### config.mk
export PLATFORM = sky130hd
export DESIGN_NAME = gf_inv
export DESIGN_NICKNAME = d
export VERILOG_FILES = /design/src/rtl/gf_pkg.sv /design/src/rtl/gf_mul_comb.sv /design/src/rtl/gf_inv.sv
export SDC_FILE = /design/constraint.sdc
export NUM_CORES = 1
export LEC_CHECK = 0
export ABC_CLOCK_PERIOD_IN_PS = 3700
export CAP_MARGIN = 20
export CORE_ASPECT_RATIO = 0.75
export CORE_MARGIN = 2
export CORE_UTILIZATION = 40
export CTS_CLUSTER_SIZE = 30
export DETAILED_ROUTE_END_ITERATION = 7
export GPL_ROUTABILITY_DRIVEN = 0
export PLACE_DENSITY = 0.56
export SYNTH_ARGS = -nofsm -noshare
export SYNTH_HDL_FRONTEND = slang
export SYNTH_SLANG_ARGS = --single-unit
### constraint.sdc
create_clock -name clk -period 3.7 [get_ports clk]
set_input_delay 0.74 -clock clk [delete_from_list [all_inputs] [get_ports clk]]
set_output_delay 0.74 -clock clk [all_outputs]
set_load 0.01 [all_outputs]
### src/rtl/gf_pkg.sv
// Shared GF(2^8) constants for the Reed-Solomon datapath (field poly 0x11D)
// and the state encoding of the iterative inverter.
package gf_pkg;

   localparam int unsigned GF_M             = 8;
   localparam logic [7:0]  GF_POLY_LOW      = 8'h1D;
   localparam logic [7:0]  GF_ONE           = 8'h01;
   localparam int unsigned GF_INV_EXP_STEPS = 7;
   localparam int unsigned GF_CNT_W         = $clog2(GF_INV_EXP_STEPS + 1);

   localparam int unsigned GF_ST_W = 2;
   localparam logic [1:0]  ST_IDLE = 2'd0;
   localparam logic [1:0]  ST_RUN  = 2'd1;
   localparam logic [1:0]  ST_FIN  = 2'd2;

endpackage

### src/rtl/gf_mul_comb.sv
// Combinational GF(2^8) multiplier: MSB-first shift-and-add with reduction
// by the low taps of the field polynomial.
module gf_mul_comb
   import gf_pkg::*;
(
   input  logic [GF_M-1:0] a,
   input  logic [GF_M-1:0] b,
   output logic [GF_M-1:0] prod_c
);

   logic [GF_M-1:0] acc;

   always_comb begin
      acc = '0;
      for (int i = GF_M - 1; i >= 0; i--) begin
         acc = {acc[GF_M-2:0], 1'b0} ^ (acc[GF_M-1] ? GF_POLY_LOW : '0);
         if (b[i]) begin
            acc = acc ^ a;
         end
      end
      prod_c = acc;
   end

endmodule

### src/rtl/gf_inv.sv
// Iterative GF(2^8) inverter, out = a^254 by square-and-multiply with a
// start/done handshake. Optional zero_err port under GF_INV_ZERO_FLAG_EN.
module gf_inv
   import gf_pkg::*;
#(
   parameter int unsigned MUL_PER_CYCLE = 1
) (
   input  logic            clk,
   input  logic            rst,
   input  logic            start,
   input  logic [GF_M-1:0] in_1,
   output logic [GF_M-1:0] out,
   output logic            done,
   output logic            busy
`ifdef GF_INV_ZERO_FLAG_EN
   ,
   output logic            zero_err
`endif
);

   localparam logic [GF_CNT_W-1:0] CNT_LAST = GF_CNT_W'(GF_INV_EXP_STEPS - 1);

   logic [GF_ST_W-1:0]  state_q, state_d;
   logic [GF_M-1:0]     sq_q, sq_d;
   logic [GF_M-1:0]     res_q, res_d;
   logic [GF_CNT_W-1:0] cnt_q, cnt_d;
   logic                phase_q, phase_d;
   logic [GF_M-1:0]     out_q, out_d;
   logic                done_q, done_d;
   logic                busy_q, busy_d;
   logic                last_step;
   logic [GF_M-1:0]     prod0_c;
   logic [GF_M-1:0]     prod1_c;
`ifdef GF_INV_ZERO_FLAG_EN
   logic [GF_M-1:0]     a_q, a_d;
   logic                zero_err_q, zero_err_d;
`endif

   // P=1 shares one multiplier between square (phase 0) and multiply (phase 1)
   if (MUL_PER_CYCLE == 1) begin : g_p1
      gf_mul_comb u_mul0 (
         .a      (phase_q ? res_q : sq_q),
         .b      (sq_q),
         .prod_c (prod0_c)
      );
      assign prod1_c = '0;
   end else if (MUL_PER_CYCLE == 2) begin : g_p2
      gf_mul_comb u_mul0 (
         .a      (sq_q),
         .b      (sq_q),
         .prod_c (prod0_c)
      );
      gf_mul_comb u_mul1 (
         .a      (res_q),
         .b      (prod0_c),
         .prod_c (prod1_c)
      );
   end else begin : g_bad
      $error("gf_inv: MUL_PER_CYCLE must be 1 or 2");
   end

   always_comb begin
      state_d   = state_q;
      sq_d      = sq_q;
      res_d     = res_q;
      cnt_d     = cnt_q;
      phase_d   = phase_q;
      out_d     = out_q;
      done_d    = 1'b0;
      busy_d    = busy_q;
      last_step = 1'b0;
`ifdef GF_INV_ZERO_FLAG_EN
      a_d        = a_q;
      zero_err_d = zero_err_q;
`endif
      case (state_q)
         ST_RUN: begin
            if (MUL_PER_CYCLE == 1) begin
               if (!phase_q) begin
                  sq_d    = prod0_c;
                  phase_d = 1'b1;
               end else begin
                  res_d     = prod0_c;
                  cnt_d     = cnt_q + GF_CNT_W'(1);
                  phase_d   = 1'b0;
                  last_step = (cnt_q == CNT_LAST);
               end
            end else begin
               sq_d      = prod0_c;
               res_d     = prod1_c;
               cnt_d     = cnt_q + GF_CNT_W'(1);
               last_step = (cnt_q == CNT_LAST);
            end
            // Result is published on entry to FIN so done and out share a cycle
            if (last_step) begin
               state_d = ST_FIN;
               out_d   = res_d;
               done_d  = 1'b1;
               busy_d  = 1'b0;
`ifdef GF_INV_ZERO_FLAG_EN
               zero_err_d = (a_q == '0);
`endif
            end
         end
         default: begin
            state_d = ST_IDLE;
            if (start && !busy_q) begin
               state_d = ST_RUN;
               sq_d    = in_1;
               res_d   = GF_ONE;
               cnt_d   = '0;
               phase_d = 1'b0;
               busy_d  = 1'b1;
`ifdef GF_INV_ZERO_FLAG_EN
               a_d = in_1;
`endif
            end
         end
      endcase
   end

   always_ff @(posedge clk) begin
      if (rst) begin
         state_q <= ST_IDLE;
         sq_q    <= '0;
         res_q   <= '0;
         cnt_q   <= '0;
         phase_q <= 1'b0;
         out_q   <= '0;
         done_q  <= 1'b0;
         busy_q  <= 1'b0;
`ifdef GF_INV_ZERO_FLAG_EN
         a_q        <= '0;
         zero_err_q <= 1'b0;
`endif
      end else begin
         state_q <= state_d;
         sq_q    <= sq_d;
         res_q   <= res_d;
         cnt_q   <= cnt_d;
         phase_q <= phase_d;
         out_q   <= out_d;
         done_q  <= done_d;
         busy_q  <= busy_d;
`ifdef GF_INV_ZERO_FLAG_EN
         a_q        <= a_d;
         zero_err_q <= zero_err_d;
`endif
      end
   end

   assign out  = out_q;
   assign done = done_q;
   assign busy = busy_q;
`ifdef GF_INV_ZERO_FLAG_EN
   assign zero_err = zero_err_q;
`endif

endmodule

==> results.md, run 1 <==
* Metal-1 WL at 3919 um
* Die width at 97.97 um
* TritonCTS Buffers at 5
* Synth Flop Type: dfxtp_1
* CP Cell Sequence: buf_4, mux2_2, nand2_1, xnor3_1, xnor2_2, xnor2_1, xnor3_1, a221oi_1, nor2_1
* Power Density at 343.2 mW/mm2
* Setup violators final at 0
* WP data arrival at 3010 ps
* R2R Path End: sq_q[6]
* Largest net degree at the start of global routing at 22
* CTS resizes at 0
* Fin nets at 367
* Initial antenna violation count at 0
* Via count at 2,345
* Post-synthesis average cell area at 7.655 um2
* Metal3 WL at 406 um
* CTS Buffer Depth at 2
* RR Startpoint: phase_q
* # rows at 25
* Crit-path slowest cell: xnor3_1
* WL/cell at 16.70 um
* Fmax achieved at 0.3498 GHz
* Total Negative Setup Slacks at 0 ps
* Async SR Flop Fraction at 0
* Core ar. at 0.006350 mm2
* Hold path depth at 2
* Mapped Nets at 359
* Max incr delay on CP at 480 ps
* Dpl ws at 864.7 ps
* CP Data Required Time at 3850 ps
* Actual slew at the worst max-slew pin at 741.8 ps
* # Max-Cap Violations at 0
* Most frequent cells in the layout: 76 x nand2_1, 32 x dfxtp_1, 31 x xnor2_1, 29 x nor2_1, 22 x a21oi_1
* RSZ-0062 raised after global routing: no
* Antenna diode count at 0
* Seq cells post-synth at 32
* Postcts setup bufs at 0
* Post-route DRC at 0
* Final hold vios at 0
* Hold path startpoint: out[3]
* Total wire length at 7282 um
* Crit Path Category: reg2reg
* DP HPWL at 5322 um
* Relative slew slack at 0.5039
* DR pass1 iterations at 4
* Final worst-path cycle share at 0.7726
* Routed wl met2 at 2934 um
* First-iteration detailed-routing DRC count at 173
* Highest routed layer: met4
* CTS tree: yes
* Peak VDD IR at 0.0001974 V
* Final setup margin at 841.5 ps
* Ports at 21
* Synth Instances at 346
* Clock Sinks at 32
* Setup crit end kind: flip-flop
* Initial cell density of the core at 0.4171
* Die area at 0.007296 mm2
* Die height at 74.48 um
* Clk_lat worst skew at 280 ps
* Crit-path max FO at 18
* Status: finished clean
* Pins over their slew limit at 0
* Final ANT Viol Nets at 0
* Minimum clock period after layout at 2858 ps
* Pleak at 1.060 nW
* Register area share after synthesis at 0.2419
* CTS Hold Bufs at 0
* Layout cells sized above 1 at 0.09014
* Finished Layout Cells at 436
* Cells on worst reg2reg path at 9
* CTS clk-pin slew, worst paths at 70 ps
* Root Driver: clkbuf_8
* Placed cells at 428
* Tot GR Track Use at 0.2116
* Final global-route overflow total at 0
* CP dominant cell by count: xnor3_1
* Hold Path Class: reg2reg
* H-tree depth at 2
* Via density at 5.378
* Yosys cell types at 51
* Area grow syn2layout at 12.85%
* Post-synth EDFFs at 0
* Yosys warnings at 0
* CP startpoint kind: flip-flop
* Mapped Area at 0.002649 mm2
* Setup slack, reg-to-reg at 840 ps
* CP delay by family, top: XOR/XNOR gates
* Port bufs at 20
* WHS Endpoint: out[3]
* Leading cell type in the layout, fill and taps excluded: nand2_1
* CP bufs+invs at 1
* Setup Skew at 8.664 ps
* Vias in the first global route at 2,246
* First-pass GRT wire length at 12,020 um
## metal layers
layer | vias to the layer above | GRT usage
li1 | 1173 | -
met1 | 1112 | 0.3307
met2 | 58 | 0.3128
met3 | 2 | 0.02820
met4 | 0 | 0.03704
met5 | - | 0
## synthesized netlist by cell type, types with 4 or more instances
cell	number	area, um2
inv_1	6	22.52
o31ai_1	4	30.03
dfxtp_1	32	640.6
nor2_1	29	108.9
xnor2_1	31	271.5
nand3_1	8	40.04
a21o_1	5	37.54
nand2_1	76	285.3
nor3_1	7	35.03
a22oi_1	6	45.04
o21ai_0	7	35.03
xor2_1	20	175.2
xnor3_1	5	112.6
o211ai_1	5	37.54
a21oi_1	22	110.1
buf_2	11	55.05
clkbuf_1	15	56.30
mux2i_1	4	40.04
## worst reg2reg max path: cells and delay by family (launching register included)
kind,cells,cell delay (ps)
AO/OA/AOI/OAI,1,260
buffers and inverters,1,240
flip-flops,1,360
XOR/XNOR,4,1370
AND/OR/NAND/NOR,2,130
multiplexers,1,390
## power by group
group / total (mW) / internal, mW / switching (mW)
Sequential: 0.409 / 0.361 / 0.0483
Clock: 0.286 / 0.151 / 0.134
Combinational: 0.331 / 0.154 / 0.177
Total: 1.03 / 0.666 / 0.360
## worst max path at each step
stage	endpoint	slack, ps	cells past startpoint	startpoint
finish	sq_q[6]	840	9	phase_q
global route	sq_q[6]	650	9	phase_q
CTS	sq_q[6]	860	9	phase_q
detailed placement	sq_q[6]	860	9	phase_q
global placement	res_q[5]	890	8	sq_q[7]
floorplan	sq_q[6]	1230	8	phase_q
## per-stage QoR
step | total power, mW | cell area, um2 | hold WS, ps | util
after floorplan | 0.6559 | 2649 | 480.5 | -
after global placement | 0.7435 | 2895 | 437.0 | 0.4560
after detailed placement | 0.7433 | 2895 | 449.4 | 0.4560
after CTS | 1.028 | 2989 | 459.4 | 0.4707
after global routing | 1.080 | 2989 | 483.3 | 0.4707
final | 1.026 | 2989 | 456.8 | 0.4707
## final cells by class
class	count	area [um2]
sequential	32	640.6
multi-input combinational	276	1837
fill	674	3361
timing repair buffer	32	290.3
tap	81	101.3
clock inverter	1	7.507
clock buffer	7	86.33
inverter	7	26.28
## logic make-up (layout without fill, tap and decap cells)
logic type                 count (synthesis)  count (layout)  share of synthesized area
DFF                                       32              32                     0.2419
xor gates and xnor gates                  62              62                     0.2622
adders and majority gates                  2               2                   0.009446
and+or+nand+nor                          138             138                     0.2225
buffers and inverters                     38              47                    0.06471
AOI/OAI and AO/OA                         66              66                     0.1658
muxes                                      8               8                    0.03354
## flip-flops by register name, indices dropped and copies added (netlist names)
| signal | cells |
|---|---|
| phase_q | 1 |
| cnt_q | 3 |
| sq_q | 8 |
| out | 8 |
| res_q | 8 |
| state_q | 2 |
| busy | 1 |
| done | 1 |
(Power assumes the default switching activity.)
==> run 2: changes to the inputs <==
--- a/config.mk
+++ b/config.mk
@@ -5,7 +5,7 @@
 export SDC_FILE = /design/constraint.sdc
 export NUM_CORES = 1
 export LEC_CHECK = 0
-export ABC_CLOCK_PERIOD_IN_PS = 3700
+export ABC_CLOCK_PERIOD_IN_PS = 2680
 export CAP_MARGIN = 20
 export CORE_ASPECT_RATIO = 0.75
 export CORE_MARGIN = 2
==> constraint.sdc (replaced) <==
create_clock -name clk -period 2.68 [get_ports clk]
set_input_delay 0.536 -clock clk [delete_from_list [all_inputs] [get_ports clk]]
set_output_delay 0.536 -clock clk [all_outputs]
set_load 0.01 [all_outputs]
==> run 2 against run 1 <==
Worst setup slack got worse by 710 ps. Via count rose by 7.8%. Routed wire length rose by 3.6%. Sequential share of layout area fell by 1.6 points. Power rose by 57%. Die area did not move. Combinational power rose by 66%.
==> results.md, run 2 (synthesis gave the netlist of run 1 again) <==
* Core ar. at 0.006350 mm2 (unchanged)
* Ports at 21 (unchanged)
* CTS clk-pin slew, worst paths at 80 ps (about the same)
* RR Startpoint: phase_q
* Area grow syn2layout at 24.04%
* Final worst-path cycle share at 0.9511 (+0.1785)
* Total wire length at 7544 um (+3.6%)
* Crit Path Category: reg2reg
* Setup slack, reg-to-reg at 130 ps (-710 ps)
* Tot GR Track Use at 0.2226 (+0.01102)
* WL/cell at 16.29 um (-2.4%)
* CTS tree: yes
* WHS Endpoint: out[7]
* Postcts setup bufs at 0 (unchanged)
* Minimum clock period after layout at 2549 ps (-309.6 ps)
* Pleak at 1.239 nW (+17%)
* Pins over their slew limit at 0 (unchanged)
* Final hold vios at 0 (unchanged)
* Port bufs at 20 (unchanged)
* WP data arrival at 2770 ps (-240 ps)
* Die height at 74.48 um (unchanged)
* Post-route core utilization at 0.5174 (+0.04670)
* First-iteration detailed-routing DRC count at 227 (+31%)
* Fin nets at 394 (+7.4%)
* R2R Path End: out[4]
* Clk_lat worst skew at 290 ps (about the same)
* Leading cell type in the layout, fill and taps excluded: nand2_1
* Hold path startpoint: out[7]
* Post-route DRC at 0 (unchanged)
* Most frequent cells in the layout: 76 x nand2_1, 36 x buf_4, 29 x nor2_1, 29 x xnor2_1, 24 x dfxtp_1
* Via density at 5.458 (+1.5%)
* # Max-Cap Violations at 0 (unchanged)
* Fmax achieved at 0.3923 GHz (+12%)
* CTS Buffer Depth at 2 (unchanged)
* First-pass GRT wire length at 12,610 um (+4.9%)
* Antenna diode count at 0 (unchanged)
* Hold path depth at 2 (unchanged)
* # rows at 25 (unchanged)
* Root Driver: clkbuf_8
* Final global-route overflow total at 0 (unchanged)
* Die width at 97.97 um (unchanged)
* Largest net degree at the start of global routing at 21 (-4.5%)
* Layout cells sized above 1 at 0.1859 (+0.09572)
* Via count at 2,527 (+7.8%)
* Power Density at 490.5 mW/mm2 (+43%)
* Initial cell density of the core at 0.4171 (unchanged)
* CP startpoint kind: flip-flop
* Status: finished clean
* Final ANT Viol Nets at 0 (unchanged)
* TritonCTS Buffers at 5 (unchanged)
* Setup crit end kind: flip-flop
* Actual slew at the worst max-slew pin at 483.5 ps (-258.3 ps)
* Cells on worst reg2reg path at 9 (unchanged)
* DP HPWL at 5924 um (+11%)
* Total Negative Setup Slacks at 0 ps (unchanged)
* Initial antenna violation count at 0 (unchanged)
* Vias in the first global route at 2,432 (+8.3%)
* CTS Hold Bufs at 0 (unchanged)
* Die area at 0.007296 mm2 (unchanged)
* Dpl ws at 26.67 ps (-838.0 ps)
* Relative slew slack at 0.6765 (+0.1726)
* # fillers at 635 (-5.8%)
* Crit-path max FO at 12 (-6)
* Hold Path Class: reg2reg
* Setup violators final at 0 (unchanged)
* H-tree depth at 2 (unchanged)
* Peak VDD IR at 0.0002748 V (+39%)
* Final setup margin at 131.1 ps (-710.4 ps)
* DR pass1 iterations at 5 (+1)
* Clock Sinks at 32 (unchanged)
* RSZ-0062 raised after global routing: no
* Setup Skew at 12.14 ps (+3.478 ps)
* CP Data Required Time at 2900 ps (-950 ps)
==> run 2: changes by cell type in the layout (fill, tap and decap cells not counted), moves of 2 or more <==
cell,change
buf_12,+2
buf_4,+24
dfxtp_1,-8
dfxtp_2,+8
xnor2_1,-2
xnor2_2,+2
==> run 2: layout make-up <==
| cell class | count | area (um2) | share of cell area |
|---|---|---|---|
| multi-input cells | 276 | 1859 | 0.5659 |
| clock buffers | 7 | 96.34 | 0.02932 |
| inverters | 7 | 26.28 | 0.007997 |
| well taps | 81 | 101.3 | 0.03085 |
| flip-flops and latches | 32 | 650.6 | 0.1980 |
| repair buffers | 59 | 521.8 | 0.1588 |
| clock inverters | 1 | 30.03 | 0.009139 |
==> run 2: how the worst max path moves through the flow <==
| stage | startpoint | slack, ps | cells past startpoint | to |
|---|---|---|---|---|
| CTS | sq_q[5] | 1 | 8 | out[4] |
| detailed placement | sq_q[5] | 30 | 8 | out[4] |
| floorplan | phase_q | 210 | 8 | sq_q[6] |
| finish | phase_q | 130 | 9 | out[4] |
| global route | sq_q[7] | 1 | 9 | out[4] |
| global placement | res_q[7] | 50 | 10 | out[4] |
==> run 2: critical path: stages (launching register included) <==
cell      delay, ps
dfxtp_2         400
buf_12          150
mux2_4          310
nand2_2          60
xnor2_1          80
xnor2_1         240
xnor3_2         490
xnor2_4         210
or4b_1          450
o211ai_1         90
==> run 2: timing repair <==
item                                    4_1_cts  5_1_grt
gates resized for setup                       0       12
hold endpoints to repair                      0        0
endpoints found under the setup margin        0       14
==> run 2: report_power, final <==
group	internal [mW]	leakage [nW]	switching [mW]	total [mW]
Clock	0.328	0.0645	0.186	0.514
Sequential	0.501	0.264	0.0485	0.549
Combinational	0.267	0.910	0.282	0.549
Total	1.10	1.24	0.516	1.61
==> run 2: stage by stage <==
stage	hold slack (ps)	area, um2	power [mW]	std cells
2_1_floorplan	480.5	2649	0.9055	346
3_3_place_gp	434.4	3123	1.085	455
3_5_place_dp	443.6	3123	1.087	455
4_1_cts	457.3	3249	1.597	463
5_1_grt	496.7	3286	1.690	463
6_report	452.3	3286	1.611	463
==> run 2: per-layer routing <==
metal	vias to the layer above	track usage	part of all wire	routed length, um
met5	-	0	0	0
met4	0	0.05401	0.0073	55
met3	8	0.04605	0.077	582
met2	104	0.3272	0.41	3100
met1	1193	0.3335	0.50	3806
li1	1222	-	-	-
